$ cat src/rtl/duck_pkg.sv
// rtl/duck_pkg.sv - shared state codes, fixed-point width and screen defaults for the duck controller
package duck_pkg;

  localparam logic [2:0] ST_IDLE = 3'd0;
  localparam logic [2:0] ST_FLY  = 3'd1;
  localparam logic [2:0] ST_HIT  = 3'd2;
  localparam logic [2:0] ST_FALL = 3'd3;
  localparam logic [2:0] ST_DOWN = 3'd4;

  localparam int Q8_W = 8;

  localparam int DEF_H_RES = 800;
  localparam int DEF_V_RES = 600;
  localparam int DEF_PIC_W = 64;
  localparam int DEF_PIC_H = 64;

  function automatic logic [11:0] clamp12(input logic [11:0] v, input logic [11:0] lim);
    return (v > lim) ? lim : v;
  endfunction

endpackage

$ cat src/rtl/ms_tick_gen.sv
// rtl/ms_tick_gen.sv - free-running divider emitting a one-cycle tick every MS_DIV cycles
module ms_tick_gen #(
  parameter int MS_DIV = 100_000
) (
  input  logic clk,
  input  logic rst_n,
  input  logic clr,
  output logic tick
);

  localparam int CW = (MS_DIV > 1) ? $clog2(MS_DIV) : 1;
  localparam logic [CW-1:0] LAST = CW'(MS_DIV - 1);

  logic [CW-1:0] cnt_q, cnt_d;

  assign tick = (cnt_q == LAST);

  // clr restarts the period so the first tick lands MS_DIV cycles after it
  always_comb begin
    cnt_d = cnt_q + CW'(1);
    if (clr || tick) cnt_d = '0;
  end

  always_ff @(posedge clk or negedge rst_n) begin
    if (!rst_n) cnt_q <= '0;
    else        cnt_q <= cnt_d;
  end

endmodule

$ cat src/rtl/duck_motion_ctl.sv
// rtl/duck_motion_ctl.sv - duck sprite life-cycle FSM: spawn, fly, hit freeze, gravity fall, landed hold
module duck_motion_ctl
  import duck_pkg::*;
#(
  parameter int MS_DIV  = 100_000,
  parameter int H_RES   = DEF_H_RES,
  parameter int V_RES   = DEF_V_RES,
  parameter int PIC_W   = DEF_PIC_W,
  parameter int PIC_H   = DEF_PIC_H,
  parameter int FLY_DX  = 1,
  parameter int GRAV    = 8,
  parameter int HIT_MS  = 300,
  parameter int DOWN_MS = 1000
) (
  input  logic        clk,
  input  logic        rst_n,
  input  logic        start,
  input  logic [11:0] spawn_x,
  input  logic [11:0] spawn_y,
  input  logic        mouse_left,
  input  logic [11:0] mouse_xpos,
  input  logic [11:0] mouse_ypos,
  output logic [11:0] xpos,
  output logic [11:0] ypos,
  output logic [2:0]  state,
  output logic        hit,
  output logic        landed,
  output logic        busy
);

  localparam int MS_W = 16;
  localparam logic [11:0]     X_MAX    = 12'(H_RES - PIC_W);
  localparam logic [11:0]     Y_MAX    = 12'(V_RES - PIC_H);
  localparam logic [12:0]     PIC_W13  = 13'(PIC_W);
  localparam logic [12:0]     PIC_H13  = 13'(PIC_H);
  localparam logic [11:0]     DX       = 12'(FLY_DX);
  localparam logic [16:0]     GRAV17   = 17'(GRAV);
  localparam logic [MS_W-1:0] HIT_LAST  = MS_W'(HIT_MS - 1);
  localparam logic [MS_W-1:0] DOWN_LAST = MS_W'(DOWN_MS - 1);

  logic [2:0]      state_q, state_d;
  logic [11:0]     xpos_q, xpos_d;
  logic [11:0]     ypos_q, ypos_d;
  logic            dir_q, dir_d;
  logic [15:0]     vel_q, vel_d;
  logic [19:0]     yfix_q, yfix_d;
  logic [MS_W-1:0] ms_cnt_q, ms_cnt_d;
  logic            ml_dly_q, ml_dly_d;
  logic            hit_q, hit_d;
  logic            landed_q, landed_d;

  logic        tick, clr, click, in_box;
  logic [12:0] x_right;
  logic [16:0] vel_sum;
  logic [15:0] vel_next;
  logic [20:0] y_sum;

  ms_tick_gen #(.MS_DIV(MS_DIV)) u_tick (
    .clk  (clk),
    .rst_n(rst_n),
    .clr  (clr),
    .tick (tick)
  );

  assign click  = mouse_left & ~ml_dly_q;
  assign in_box = ({1'b0, xpos_q} <= {1'b0, mouse_xpos}) &&
                  ({1'b0, mouse_xpos} < ({1'b0, xpos_q} + PIC_W13)) &&
                  ({1'b0, ypos_q} <= {1'b0, mouse_ypos}) &&
                  ({1'b0, mouse_ypos} < ({1'b0, ypos_q} + PIC_H13));

  assign x_right  = {1'b0, xpos_q} + {1'b0, DX};
  assign vel_sum  = {1'b0, vel_q} + GRAV17;
  assign vel_next = vel_sum[16] ? 16'hFFFF : vel_sum[15:0];
  assign y_sum    = {1'b0, yfix_q} + {5'b0, vel_next};

  always_comb begin
    state_d  = state_q;
    xpos_d   = xpos_q;
    ypos_d   = ypos_q;
    dir_d    = dir_q;
    vel_d    = vel_q;
    yfix_d   = yfix_q;
    ms_cnt_d = ms_cnt_q;
    ml_dly_d = mouse_left;
    hit_d    = 1'b0;
    landed_d = 1'b0;

    case (state_q)
      ST_IDLE: begin
        if (start) begin
          xpos_d  = clamp12(spawn_x, X_MAX);
          ypos_d  = clamp12(spawn_y, Y_MAX);
          dir_d   = 1'b0;
          state_d = ST_FLY;
        end
      end
      ST_FLY: begin
        // a hit takes priority over a same-cycle tick, so the box test sees the pre-tick xpos
        if (click && in_box) begin
          hit_d   = 1'b1;
          state_d = ST_HIT;
        end else if (tick) begin
          if (!dir_q) begin
            if (x_right >= {1'b0, X_MAX}) begin
              xpos_d = X_MAX;
              dir_d  = 1'b1;
            end else begin
              xpos_d = x_right[11:0];
            end
          end else begin
            if (xpos_q <= DX) begin
              xpos_d = '0;
              dir_d  = 1'b0;
            end else begin
              xpos_d = xpos_q - DX;
            end
          end
        end
      end
      ST_HIT: begin
        if (tick) begin
          if (ms_cnt_q == HIT_LAST) begin
            state_d = ST_FALL;
            vel_d   = '0;
            yfix_d  = {ypos_q, {Q8_W{1'b0}}};
          end else begin
            ms_cnt_d = ms_cnt_q + MS_W'(1);
          end
        end
      end
      ST_FALL: begin
        if (tick) begin
          vel_d = vel_next;
          if (y_sum[20:8] >= {1'b0, Y_MAX}) begin
            ypos_d   = Y_MAX;
            yfix_d   = {Y_MAX, {Q8_W{1'b0}}};
            landed_d = 1'b1;
            state_d  = ST_DOWN;
          end else begin
            yfix_d = y_sum[19:0];
            ypos_d = y_sum[19:8];
          end
        end
      end
      ST_DOWN: begin
        if (tick) begin
          if (ms_cnt_q == DOWN_LAST) state_d = ST_IDLE;
          else                       ms_cnt_d = ms_cnt_q + MS_W'(1);
        end
      end
      default: state_d = ST_IDLE;
    endcase

    if (clr) ms_cnt_d = '0;
  end

  assign clr = (state_d != state_q);

  always_ff @(posedge clk or negedge rst_n) begin
    if (!rst_n) begin
      state_q  <= ST_IDLE;
      xpos_q   <= '0;
      ypos_q   <= '0;
      dir_q    <= 1'b0;
      vel_q    <= '0;
      yfix_q   <= '0;
      ms_cnt_q <= '0;
      ml_dly_q <= 1'b0;
      hit_q    <= 1'b0;
      landed_q <= 1'b0;
    end else begin
      state_q  <= state_d;
      xpos_q   <= xpos_d;
      ypos_q   <= ypos_d;
      dir_q    <= dir_d;
      vel_q    <= vel_d;
      yfix_q   <= yfix_d;
      ms_cnt_q <= ms_cnt_d;
      ml_dly_q <= ml_dly_d;
      hit_q    <= hit_d;
      landed_q <= landed_d;
    end
  end

  assign xpos   = xpos_q;
  assign ypos   = ypos_q;
  assign state  = state_q;
  assign hit    = hit_q;
  assign landed = landed_q;
  assign busy   = (state_q != ST_IDLE);

endmodule

$ cat config.mk
export PLATFORM = sky130hd
export DESIGN_NAME = duck_motion_ctl
export DESIGN_NICKNAME = d
export VERILOG_FILES = /design/src/rtl/duck_pkg.sv /design/src/rtl/ms_tick_gen.sv /design/src/rtl/duck_motion_ctl.sv
export SDC_FILE = /design/constraint.sdc
export NUM_CORES = 1
export LEC_CHECK = 0
export BUFFER_PORTS_ARGS = -buffer_cell sky130_fd_sc_hd__buf_4
export CAP_MARGIN = 20
export CORE_MARGIN = 3
export CORE_UTILIZATION = 25
export DETAILED_ROUTE_END_ITERATION = 10
export GPL_TIMING_DRIVEN = 1
export PLACE_DENSITY_LB_ADDON = 0.12
export SETUP_SLACK_MARGIN = 0.05
export SYNTH_ARGS = -nofsm -noshare
export SYNTH_HDL_FRONTEND = slang
export SYNTH_SLANG_ARGS = --single-unit
$ cat constraint.sdc
create_clock -name clk -period 5.9 [get_ports clk]
set_input_delay 1.475 -clock clk [delete_from_list [all_inputs] [get_ports clk]]
set_output_delay 1.475 -clock clk [all_outputs]
set_load 0.02 [all_outputs]
==> summary.txt <==
Power
  • PD cells: between 200 and 300 nW/um^2
  • Switching power: 1.23 mW
  • Sw Ratio: 0.438
  • Clk pwr share: 0.208
  • Total power: between 2 and 3 mW
  • Int Pwr: 1.57 mW
  • Comb pwr share: 0.441
  • Leak: 4.25 nW
  • Peak ir drop on the vdd network: 0.156 mV
  • Reg power frac: 0.351

Min path
  • Critical hold path startpoint: u_tick.cnt_q[0]
  • WHS Path Cells: 1
  • Worst hold endpoint: u_tick.cnt_q[0]
  • Worst min path class: reg2reg

Route
  • Post-DR wirelength/cell: about 17 microns
  • Initial DRC count: roughly 480
  • Metal3 WL: ~640 microns
  • Drt first pass iters: 5
  • Met1 Routed Length: approximately 12,000 microns
  • Met2 wire length: roughly 12,000 microns
  • WL final: 24,700 microns
  • Routed via count: between 7,000 and 8,000
  • Via-to-Cell Ratio: around 5.0
  • Top layer in use: met4
  • DRC errors left: 0
  • DRT antenna net count: 0

Critical path
  • Reg-to-Reg Start: vel_q[5]
  • Slowest stage cell on the critical path: nand4_2
  • Reg2Reg Depth: 15
  • CP top delay family: simple AND/OR/NAND/NOR gates
  • Critical Path End Type: register
  • Cell repeated most along the worst path: and3_1
  • Startpoint types: register
  • WP data required: around 6.2 ns
  • WS Path Type: reg2reg
  • Reg2reg end: ms_cnt_q[7]
  • Worst Path Arrival: around 5.6 ns
  • R2r setup slk: around 0.58 ns
  • WP buf/inv: 0
  • Critical Path Fanout Max: 24
  • CP peak stage delay: slightly above 0.8 ns
  • Critical path, cell by cell: and3_1 -> and3_1 -> and3_1 -> and4_1 -> nand4_4 -> nand2_1 -> ha_1 -> a21oi_1 -> a211oi_1 -> or2_1 -> o311a_1 -> nor2b_1 -> nor4_2 -> nand4_2 -> a21oi_1

Layout
  • Area growth, synth to finish: 16.2%
  • Share of layout cells above drive strength 1: 0.146
  • Nets: approximately 1,100
  • Diodes inserted: 0
  • Core Util, Final: 0.297
  • Final non-filler cell total: around 1,500
  • Commonest non-fill, non-tap cells in the layout: 100 x dfrtp_1, 89 x buf_4, 86 x nand2_1, 77 x a21oi_1, 75 x ha_1
  • Commonest non-fill, non-tap cell in the layout: dfrtp_1

Floorplan
  • IO Pins: 82
  • Core area: 31,800 sq um
  • Number of placement rows: 65
  • Die Width: approximately 190 microns
  • DIE AREA: about 35,000 sq um
  • Initial Utilization: 0.256
  • Die height: approximately 190 microns

CTS
  • CTS H-tree depth: 3
  • CTS root buf: clkbuf_16
  • Clk sink count: 100
  • Clock slew at reported path FFs: roughly 0.070 ns
  • Postcts setup bufs: 0
  • TritonCTS clock tree: yes
  • TritonCTS Buffers: 9
  • Clk buf depth: 2
  • Clk_lat worst skew: approximately 0.36 ns
  • Post-CTS sizing: 0
  • Cts hold-fix bufs: 0

Yosys
  • Largest area contributor in the netlist: dfrtp_1
  • Register area share after synthesis: 0.308
  • Synth Instances: around 950
  • Synthesized Nets: about 1,100
  • Yosys cell types: 84
  • Synth Register Bits: 100
  • Avg Inst Size Synth: about 8.5 sq um
  • Top-area cell type share of the netlist area: 0.308
  • Async S/R FF share, synth: 1.00
  • Cell Area, Synth: around 8100 sq um
  • Prevailing post-synth register cell: dfrtp_1
  • Yosys warns: 0
  • Post-synth EDFFs: 0
  • Area contributors post-synth: dfrtp_1 31%, ha_1 12%, a21oi_1 4.7%, nand2_1 4.0%, nor2_1 3.4%

Timing
  • Max Slew Vio Count: 0
  • Hold Vio Cnt, Final: 0
  • Final period util: 0.901
  • Slew @ Worst Pin: between 0.9 and 1 ns
  • RSZ-0062 raised after global routing: no
  • Slew headroom: 0.368
  • Peak Freq: about 190 MHz
  • Final Critical Period: between 5 and 6 ns
  • Setup Skew: approximately 0.008 ns
  • Setup Total Neg Slack: 0 ns
  • Final Setup Violations: 0

GRT
  • Grt ovf: 0
  • Initial antenna violation count: 0
  • GRT Resource Usage Total: 0.146
  • Global-route wire length before repair: 40,500 microns
  • Largest net degree at the start of global routing: 52
  • Vias in the first global route: approximately 7,300

Place
  • Port Buffer Count: around 80
  • Cell total after placement: around 1,400
  • Placer congestion estimate: between 0.8 and 0.9
  • DPL Wire Length: roughly 19,000 microns

Status
  • Status: complete, no violations

Job
  • Max Cap Violations: 0
cells in the mapped netlist, drive strengths merged (7+ instances only):
| cell | count |
|---|---|
| a211oi | 10 |
| o21ai | 53 |
| o31ai | 8 |
| nor2 | 73 |
| nor3 | 22 |
| nand4 | 25 |
| nand3 | 41 |
| dfrtp | 100 |
| nor4 | 9 |
| nand2b | 11 |
| and2 | 16 |
| and3 | 28 |
| clkbuf | 16 |
| a31oi | 9 |
| and4 | 8 |
| a21oi | 95 |
| ha | 75 |
| mux2 | 8 |
| xor2 | 30 |
| o211ai | 7 |
| inv | 55 |
| nand2 | 86 |
| buf | 19 |
| a21o | 16 |
| xnor2 | 29 |
registers in the layout, summed over array words and instances, names as in the netlist, 3 cells and up:
register,count
ypos,12
xpos,12
state,3
vel_q,16
u_tick.cnt_q,17
yfix_q,20
ms_cnt_q,16
layout make-up:
| type | instances | area [sq um] |
|---|---|---|
| Inverter | 55 | 206 |
| Sequential cell | 100 | 2500 |
| Clock inverter | 4 | 25.0 |
| Timing Repair Buffer | 89 | 668 |
| Multi-Input combinational cell | 762 | 5250 |
| Tap cell | 435 | 544 |
| Fill cell | 3452 | 22400 |
| Clock buffer | 11 | 253 |
how the worst max path moves through the flow:
stage	endpoint	cells past startpoint	slack (ns)	start
final	ms_cnt_q[7]	15	0.58	vel_q[5]
after global routing	ms_cnt_q[0]	15	0.09	vel_q[5]
after CTS	ms_cnt_q[7]	15	0.54	vel_q[5]
after detailed placement	ms_cnt_q[7]	15	0.59	vel_q[5]
after global placement	ms_cnt_q[12]	17	0.65	vel_q[3]
after floorplan	ms_cnt_q[14]	19	1.54	vel_q[5]
routing by layer:
layer | GRT usage | vias to the layer above
met5 | 0 | -
met4 | 0.0357 | 0
met3 | 0.0198 | 20
met2 | 0.244 | 116
met1 | 0.200 | 3477
li1 | - | 3610
through the flow:
stage                     hold slack [ns]  worst slack (ns)  instance area (sq um)
final                               0.490             0.583                   9440
after global routing                0.518            0.0852                   9440
after CTS                           0.497             0.540                   9440
after detailed placement            0.486             0.594                   9170
after global placement              0.482             0.649                   9170
after floorplan                     0.455              1.54                   8130
cell families (layout without fill, tap and decap cells):
logic type / count (synthesis) / after routing / synth area share
AND/OR/NAND/NOR: 344 / 344 / 0.217
AO/OA/AOI/OAI: 269 / 269 / 0.229
flip-flops: 100 / 100 / 0.308
buffers and inverters: 90 / 159 / 0.0468
adder cells (fa/ha/maj): 76 / 76 / 0.118
XOR/XNOR: 59 / 59 / 0.0636
multiplexers: 14 / 14 / 0.0185
power groups by stage:
| stage | clock network (mW) | logic (mW) | registers (mW) |
|---|---|---|---|
| floorplan | 0 | 0.853 | 0.953 |
| global placement | 0 | 1.24 | 1.00 |
| detailed placement | 0 | 1.24 | 1.00 |
| CTS | 0.611 | 1.25 | 0.989 |
| global route | 0.635 | 1.40 | 1.02 |
| finish | 0.584 | 1.24 | 0.983 |
Note: power is estimated with default switching activity, not from simulation.
